$ cat src/rtl/bcd_timer_pkg.sv
// Shared types and constants for the BCD tic timer.
package bcd_timer_pkg;

   typedef enum logic [1:0] {
      IDLE    = 2'd0,
      RUN     = 2'd1,
      PAUSE   = 2'd2,
      EXPIRED = 2'd3
   } state_t;

   typedef logic [3:0] bcd_t;

   localparam bcd_t BCD_MAX = 4'd9;
   localparam bcd_t BCD_MIN = 4'd0;

   // Saturate a raw nibble into the legal BCD range.
   function automatic bcd_t bcd_clamp(input bcd_t n);
      return (n > BCD_MAX) ? BCD_MAX : n;
   endfunction

endpackage

$ cat src/rtl/bcd_tic_timer_if.sv
// Control/status bundle between the tick-domain controller and the timer.
interface bcd_tic_timer_if #(
   parameter int unsigned DIGITS = 4
);
   localparam int unsigned DW = 4 * DIGITS;

   logic          tic;
   logic          UpDownn;
   logic          start;
   logic          stop;
   logic          clear;
   logic          load;
   logic [DW-1:0] loadVal;
   logic [DW-1:0] digits;
   logic          running;
   logic          done;
   logic          rollover;

   modport master (
      output tic, UpDownn, start, stop, clear, load, loadVal,
      input  digits, running, done, rollover
   );

   modport slave (
      input  tic, UpDownn, start, stop, clear, load, loadVal,
      output digits, running, done, rollover
   );

endinterface

$ cat src/rtl/bcd_digit.sv
// Single BCD digit up/down step with carry/borrow in and out.
module bcd_digit
   import bcd_timer_pkg::*;
(
   input  bcd_t digit_i,
   input  logic en_i,
   input  logic up_i,
   output bcd_t digit_o,
   output logic en_o
);

   // Step the digit only when the lower digits ripple into it.
   always_comb begin
      digit_o = digit_i;
      en_o    = 1'b0;
      if (en_i) begin
         if (up_i) begin
            if (digit_i >= BCD_MAX) begin
               digit_o = BCD_MIN;
               en_o    = 1'b1;
            end else begin
               digit_o = digit_i + 4'd1;
            end
         end else begin
            if (digit_i == BCD_MIN) begin
               digit_o = BCD_MAX;
               en_o    = 1'b1;
            end else begin
               digit_o = digit_i - 4'd1;
            end
         end
      end
   end

endmodule

$ cat src/rtl/bcd_tic_timer.sv
// Tic-driven BCD stopwatch / countdown timer with run/pause control.
module bcd_tic_timer
   import bcd_timer_pkg::*;
#(
   parameter int unsigned DIGITS = 4
)(
   input  logic            boardClk,
   input  logic            rst,
   bcd_tic_timer_if.slave  bus
);

   localparam int unsigned DW = 4 * DIGITS;

   state_t        state_q,    state_d;
   logic [DW-1:0] digits_q,   digits_d;
   logic          dir_q,      dir_d;
   logic          running_q,  running_d;
   logic          done_q,     done_d;
   logic          rollover_q, rollover_d;

   logic [DW-1:0] step_digits;
   logic [DIGITS:0] en_chain;

   assign en_chain[0] = 1'b1;

   // Ripple chain producing the count one step away in the latched direction.
   for (genvar i = 0; i < DIGITS; i++) begin : g_digit
      bcd_digit u_digit (
         .digit_i (digits_q[4*i +: 4]),
         .en_i    (en_chain[i]),
         .up_i    (dir_q),
         .digit_o (step_digits[4*i +: 4]),
         .en_o    (en_chain[i+1])
      );
   end

   // Command priority clear > load > stop > start; tic only when no command acts.
   always_comb begin
      state_d    = state_q;
      digits_d   = digits_q;
      dir_d      = dir_q;
      done_d     = 1'b0;
      rollover_d = 1'b0;

      if (bus.clear) begin
         digits_d = '0;
         state_d  = IDLE;
      end else if (bus.load) begin
         for (int i = 0; i < DIGITS; i++) begin
            digits_d[4*i +: 4] = bcd_clamp(bus.loadVal[4*i +: 4]);
         end
         state_d = IDLE;
      end else if (bus.stop) begin
         if (state_q == RUN) begin
            state_d = PAUSE;
         end
      end else if (bus.start && (state_q != RUN)) begin
         dir_d = bus.UpDownn;
         if (!bus.UpDownn && (digits_q == '0)) begin
            state_d = EXPIRED;
            done_d  = 1'b1;
         end else begin
            state_d = RUN;
         end
      end else if (bus.tic && (state_q == RUN)) begin
         digits_d = step_digits;
         if (dir_q) begin
            rollover_d = en_chain[DIGITS];
         end else if (step_digits == '0) begin
            state_d = EXPIRED;
            done_d  = 1'b1;
         end
      end

      running_d = (state_d == RUN);
   end

   // State and output registers with synchronous reset.
   always_ff @(posedge boardClk) begin
      if (rst) begin
         state_q    <= IDLE;
         digits_q   <= '0;
         dir_q      <= 1'b1;
         running_q  <= 1'b0;
         done_q     <= 1'b0;
         rollover_q <= 1'b0;
      end else begin
         state_q    <= state_d;
         digits_q   <= digits_d;
         dir_q      <= dir_d;
         running_q  <= running_d;
         done_q     <= done_d;
         rollover_q <= rollover_d;
      end
   end

   assign bus.digits   = digits_q;
   assign bus.running  = running_q;
   assign bus.done     = done_q;
   assign bus.rollover = rollover_q;

endmodule

$ cat src/flat_wrapper.sv
// flat-port wrapper written by rule: the top's interface ports become plain ports
module bcd_tic_timer_flat import bcd_timer_pkg::*;
#(
   parameter int unsigned DIGITS = 4
)
  (boardClk, rst, bus_tic, bus_UpDownn, bus_start, bus_stop, bus_clear, bus_load, bus_loadVal, bus_digits, bus_running, bus_done, bus_rollover);
  bcd_tic_timer_if #(.DIGITS(DIGITS)) bus_i ();
  input  logic boardClk;
  input  logic rst;
  input wire logic [$bits(bus_i.tic)-1:0] bus_tic;
  input wire logic [$bits(bus_i.UpDownn)-1:0] bus_UpDownn;
  input wire logic [$bits(bus_i.start)-1:0] bus_start;
  input wire logic [$bits(bus_i.stop)-1:0] bus_stop;
  input wire logic [$bits(bus_i.clear)-1:0] bus_clear;
  input wire logic [$bits(bus_i.load)-1:0] bus_load;
  input wire logic [$bits(bus_i.loadVal)-1:0] bus_loadVal;
  output wire logic [$bits(bus_i.digits)-1:0] bus_digits;
  output wire logic [$bits(bus_i.running)-1:0] bus_running;
  output wire logic [$bits(bus_i.done)-1:0] bus_done;
  output wire logic [$bits(bus_i.rollover)-1:0] bus_rollover;
  assign bus_i.tic = bus_tic;
  assign bus_i.UpDownn = bus_UpDownn;
  assign bus_i.start = bus_start;
  assign bus_i.stop = bus_stop;
  assign bus_i.clear = bus_clear;
  assign bus_i.load = bus_load;
  assign bus_i.loadVal = bus_loadVal;
  assign bus_digits = bus_i.digits;
  assign bus_running = bus_i.running;
  assign bus_done = bus_i.done;
  assign bus_rollover = bus_i.rollover;
  bcd_tic_timer #(.DIGITS(DIGITS)) u_core (.boardClk(boardClk), .rst(rst), .bus(bus_i));
endmodule
$ cat config.mk
export PLATFORM = sky130hd
export DESIGN_NAME = bcd_tic_timer_flat
export DESIGN_NICKNAME = d
export VERILOG_FILES = /design/src/rtl/bcd_timer_pkg.sv /design/src/rtl/bcd_tic_timer_if.sv /design/src/rtl/bcd_digit.sv /design/src/rtl/bcd_tic_timer.sv /design/src/flat_wrapper.sv
export SDC_FILE = /design/constraint.sdc
export NUM_CORES = 1
export LEC_CHECK = 0
export CAP_MARGIN = 40
export CORE_ASPECT_RATIO = 0.8
export CORE_UTILIZATION = 50
export DETAILED_ROUTE_END_ITERATION = 10
export PLACE_DENSITY = 0.78
export SETUP_SLACK_MARGIN = 0.15
export SLEW_MARGIN = 20
export SYNTH_ARGS = -nofsm -noshare
export SYNTH_HDL_FRONTEND = slang
export SYNTH_SLANG_ARGS = --single-unit
$ cat constraint.sdc
create_clock -name boardClk -period 5.61 [get_ports boardClk]
set_input_delay 0.8415 -clock boardClk [delete_from_list [all_inputs] [get_ports boardClk]]
set_output_delay 0.8415 -clock boardClk [all_outputs]
set_load 0.01 [all_outputs]
==> impl_metrics.yaml, run 1 <==
worst_setup_path:
  cp-start-kind: "flip-flop"
  critPathMaxFanout: 16
  crit_path_end_kind: "flip-flop"
  crit_arrival_ns: 3.05
  critPathLaunch: "u_core.bus.digits[0]"
  critPathKind: "reg2reg"
  r2r_start: "u_core.bus.digits[0]"
  worstPathRequired_ns: 5.82
detailed_routing:
  vias: 2310
  ant_nets: 0
  first_iter_violations: 161
  vias_per_cell: 6.13
  drc: 0
  dr.pass1.iters: 4
  wl_per_cell_um: 15.1
  wl_mm: 5.69
power_and_ir_drop:
  ir_worst_vdd_mv: 0.0912
  power.density_mw_per_mm2: 149
  p_leak_nw: 0.911
sta:
  tightest_slew_ns: 0.570
  rsz0062_at_grt: "false"
  setup_tns_ns: 0
  fmax_ghz: 0.352
  skew_ns: 0.00175
  slew_violations: 0
  hold_viol_final: 0
  slew-limit-headroom_pct: 61.5
  fin_crit_ns: 2.84
  period_share_pct: 50.7
  setup_viol: 0
  timing.final.ws_setup_ns: 2.77
grt:
  grt_pass1_vias: 1949
  antenna_found_initial: 0
  grt_pass1_wl_mm: 8.96
  grt.total_usage_pct: 25.4
  grt_overflow_total: 0
  grt_start_max_net_pins: 47
placed_design:
  preCtsSetupSlack_ns: 2.62
  dpl.hpwl_mm: 4.08
  place.gp.congestion: 0.806
  portBuffers: 42
  dpl.cell_count: 372
synthesis:
  synth_ff_type: "dfxtp_1"
  yosysSeqAreaShare_pct: 20.2
  synthMuxAreaShare_pct: 1.44
  synth_common_cells: "nor2_1 (33), dfxtp_1 (22), nand2_1 (21)"
  syn_inst: 291
  synthXorXnorAreaFrac_pct: 0
  synth_top_family_by_area: "compound AO/OA/AOI/OAI gates"
  synth_top_area_cell: "dfxtp_1"
  ys_async_sr_fraction_pct: 0
  synth_most_common_cell: "nor2_1"
  yosys.area_share.simple_pct: 30.4
  yosys_warnings: 0
  ys_seq_elements: 22
  yosysUniqueCellTypes: 68
  syn-num-nets: 327
  post-synth-top-area-fraction_pct: 20.2
  synth_edf_count: 0
  syn_avg_cell_area_sq_um: 7.48
  synth_area_leaders: "dfxtp_1 (20%), ha_1 (6.9%), nor2_1 (5.7%)"
  synthAdderAreaFrac_pct: 6.90
  synth_compound_area_share_pct: 33.4
  synth_area_sq_mm: 0.00218
cts:
  cts_setup_buffers: 0
  cts_root_buf: "clkbuf_8"
  cts_tree: "done"
  cts.clk_slew.worst_paths_ns: 0.08
  htreeDepth: 1
  clock_sinks: 22
  clkLatencyLatePin_ns: 0.27
  postCtsResizedCells: 0
  cts_buffer_depth: 2
  numCtsBuffers: 3
  holdBufCountCts: 0
die:
  die_h_um: 61.0
  rows: 21
  core_sq_mm: 0.00418
  initial_utilization_pct: 52.1
  dieArea_sq_mm: 0.00462
  die-width_um: 75.8
  pin_count: 43
hold_path:
  hold_class: "reg2reg"
  min_from: "u_core.state_q[0]"
layout:
  fin_cells: 377
  drive_above_1_share_pct: 8.75
  syn2layout_area_growth_pct: 22.0
  finish.utilization_pct: 63.6
  fin_nets: 357
  num_antenna_cells: 0
job:
  maxCapViolCount: 0
outcome:
  outcome: "finished, final reports clean"
state kept, by name, summed over array words and instances, names as in the netlist:
name / count
u_core.dir_q: 1
u_core.bus.digits: 16
u_core.bus.done: 1
u_core.bus.rollover: 1
u_core.state_q: 2
u_core.bus.running: 1
worst paths after layout:
kind / slack (ns) / to / cells past startpoint
max: 2.77 / u_core.bus.digits[13] / 9
min: 0.53 / u_core.state_q[0] / 2
max reg2reg: 2.77 / u_core.bus.digits[13] / 9
min reg2reg: 0.53 / u_core.state_q[0] / 2
report_power, final:
| part | switching, mW | internal [mW] |
|---|---|---|
| clock network | 0.0549 | 0.0627 |
| logic | 0.0558 | 0.0523 |
| registers | 0.0101 | 0.161 |
cell type report:
cell class,count,area [sq um]
clock buffer,4,55.1
fill,385,1520
inverter,19,71.3
multi-input combinational,230,1570
sequential,22,440
tap,57,71.3
timing repair buffer,45,447
through the flow:
step / power (mW) / area, sq um / hold WS, ns
5_1_grt: 0.415 / 2660 / 0.558
4_1_cts: 0.395 / 2640 / 0.529
3_5_place_dp: 0.279 / 2590 / 0.516
2_1_floorplan: 0.239 / 2180 / 0.485
6_report: 0.396 / 2660 / 0.527
3_3_place_gp: 0.277 / 2580 / 0.507
critical path, cell delays in order, from the launching register on:
cell and delay [ns]:
dfxtp_1 0.39, inv_1 0.15, ha_1 0.30, or4b_4 0.52
o21a_4 0.21, or3_1 0.43, nor2_1 0.19, mux2_1 0.35
o22a_1 0.17, nor2_1 0.07
cells by family after synthesis:
group                    Yosys count
buffers and inverters             39
AND/OR/NAND/NOR                  118
flip-flops                        22
adder cells (fa/ha/maj)           12
multiplexers                       3
AO/OA/AOI/OAI                     97
metal layers:
layer | track usage [%] | vias up | share of wire (%)
met2 | 38.3 | 77 | 44
li1 | - | 1137 | -
met3 | 4.91 | 5 | 6.3
met5 | 0 | - | 0
met1 | 37.8 | 1091 | 49
met4 | 4.76 | 0 | 0.60
placed cells by master (no fill, tap or decap), types with 3 or more instances in the layout:
cell and n:
nand2_1 21, o21ai_1 4, nand3_1 6, o21ai_0 18, o21a_1 4, nor3_1 8, nor2b_1 5, ha_1 12
a311oi_1 7, nand3b_1 4, dfxtp_1 22, a21oi_1 17, or3b_2 3, inv_1 18, nor3b_1 7, nand2b_1 8
a31oi_1 4, a211oi_1 10, or3_1 3, clkbuf_8 4, nor2_1 33, clkdlybuf4s50_1 42, nor4_1 3
Power figures use the tool's default switching activity.
==> inputs of run 2 (changes only) <==
==> constraint.sdc (replaced) <==
create_clock -name boardClk -period 2.8 [get_ports boardClk]
set_input_delay 0.42 -clock boardClk [delete_from_list [all_inputs] [get_ports boardClk]]
set_output_delay 0.42 -clock boardClk [all_outputs]
set_load 0.01 [all_outputs]
==> impl_metrics.yaml, run 2 (synthesis results as in run 1) <==
cts:
  cts_buffer_depth: 2
  cts_root_buf: "clkbuf_8"
  cts.clk_slew.worst_paths_ns: 0.08
  htreeDepth: 1
  numCtsBuffers: 3
  holdBufCountCts: 0
  clock_sinks: 22
  cts_tree: "done"
  clkLatencyLatePin_ns: 0.27
layout:
  largest_register_ffs: 16
  final_cell_mix: "clkdlybuf4s50_1 (42), nor2_1 (32), nand2_1 (21)"
  num_antenna_cells: 0
  postLayoutCellArea_sq_mm: 0.00281
  final_common_cell: "clkdlybuf4s50_1"
  nFillCells: 362
  syn2layout_area_growth_pct: 29.0
  fin_nets: 372
  drive_above_1_share_pct: 15.6
sta:
  fmax_ghz: 0.392
  period_share_pct: 91.0
  fin_crit_ns: 2.55
  rsz0062_at_grt: "false"
  slew-limit-headroom_pct: 56.7
  setup_tns_ns: 0
  timing.final.ws_setup_ns: 0.251
  setup_viol: 0
  hold_viol_final: 0
  slew_violations: 0
  skew_ns: 0.00471
  tightest_slew_ns: 0.649
die:
  die_h_um: 61.0
  die-width_um: 75.8
  dieArea_sq_mm: 0.00462
  rows: 21
  initial_utilization_pct: 52.1
  pin_count: 43
  core_sq_mm: 0.00418
worst_setup_path:
  slowest_stage: "or3b_2"
  critPathMaxFanout: 5
  cp-start-kind: "flip-flop"
  critPathKind: "reg2reg"
  crit_path_end_kind: "flip-flop"
  crit_arrival_ns: 2.75
  crit_top_cell: "o22a_1"
  path_cells: "inv_1 > ha_2 > or3b_2 > o22a_1 > or3_1 > nor2_2 > mux2_1 > o22a_1 > nor2_1"
  cp_slowest_stage_delay_ns: 0.47
  worstPathRequired_ns: 3.01
power_and_ir_drop:
  seqPwrFrac_pct: 43.0
  switchingPower_uw: 245
  clockPowerShare_pct: 26.1
  switching_share_pct: 31.4
  ir_worst_vdd_mv: 0.277
  p_comb_share_pct: 31.0
  power.density_mw_per_mm2: 278
  power.internal_uw: 535
  p_leak_nw: 0.981
grt:
  grt_pass1_vias: 1890
  grt_overflow_total: 0
  grt.total_usage_pct: 26.0
  antenna_found_initial: 0
  grt_start_max_net_pins: 35
  grt_pass1_wl_mm: 9.07
placed_design:
  placed_area_sq_mm: 0.00270
  portBuffers: 42
  preCtsSetupSlack_ns: 0.155
  place.gp.congestion: 0.875
  dpl.hpwl_mm: 4.34
detailed_routing:
  ant_nets: 0
  dr.pass1.iters: 7
  vias_per_cell: 5.99
  first_iter_violations: 163
  drc: 0
  wl_mm: 6.04
  wl_per_cell_um: 15.5
  vias: 2341
hold_path:
  hold_class: "reg2reg"
job:
  maxCapViolCount: 0
outcome:
  outcome: "finished, final reports clean"
-- run 2: cell count changes in the layout (fill, tap and decap cells not counted), moves of 2 or more --
| cell | change |
|---|---|
| buf_4 | +13 |
| dfxtp_1 | -2 |
| dfxtp_2 | +2 |
| ha_1 | -2 |
| ha_2 | +2 |
-- run 2: worst paths after layout --
kind	start	endpoint	slack [ns]	depth (start not counted)
hold reg to reg	u_core.state_q[0]	u_core.state_q[0]	0.53	2
setup / recovery	u_core.bus.digits[9]	u_core.bus.digits[13]	0.25	9
setup reg to reg	u_core.bus.digits[9]	u_core.bus.digits[13]	0.25	9
hold / removal	u_core.state_q[0]	u_core.state_q[0]	0.53	2
-- run 2: power by group through the flow --
stage	Combinational, mW	Sequential (mW)	Clock, mW
after floorplan	0.135	0.344	0
after CTS	0.229	0.334	0.203
after global placement	0.225	0.341	0
after global routing	0.263	0.337	0.218
after detailed placement	0.228	0.342	0
final	0.242	0.335	0.203
-- run 2: what timing repair did --
| action | CTS | global route |
|---|---|---|
| cloned | 0 | 2 |
| pin swaps | 1 | 3 |
| gates resized for setup | 0 | 11 |
| endpoints found under the setup margin | 2 | 5 |
| buffers inserted | 0 | 1 |
-- run 2: critical path, delay by kind of cell (launching register included) --
kind                       cells  cell delay, ns
and+or+nand+nor                4            1.09
AOI/OAI and AO/OA              2            0.41
buffers and inverters          1            0.11
adders and majority gates      1            0.22
muxes                          1            0.34
DFF                            1            0.32
-- run 2: through the flow --
stage / power (mW) / hold slack, ns / util (%) / std cells
4_1_cts: 0.766 / 0.529 / 65.6 / 388
6_report: 0.780 / 0.534 / 67.2 / 391
3_3_place_gp: 0.566 / 0.502 / 64.6 / 385
5_1_grt: 0.818 / 0.566 / 67.2 / 391
3_5_place_dp: 0.569 / 0.518 / 64.6 / 385
2_1_floorplan: 0.479 / 0.485 / - / 291
-- run 2: layer usage --
layer | global-route usage [%] | part of all wire (%) | vias to the layer above | wire length [um]
met5 | 0 | 0 | - | 0
met4 | 5.82 | 1.1 | 0 | 65
met3 | 5.40 | 7.1 | 6 | 429
met2 | 38.4 | 45 | 105 | 2710
met1 | 38.9 | 47 | 1055 | 2840
li1 | - | - | 1175 | -
-- run 2: cell type report --
class / instances / area (sq um) / share of cell area, %
tap: 57 / 71.3 / 2.54
timing repair buffer: 58 / 553 / 19.7
clock buffer: 3 / 41.3 / 1.47
sequential: 22 / 443 / 15.8
inverter: 19 / 71.3 / 2.54
multi-input combinational: 232 / 1630 / 58.0
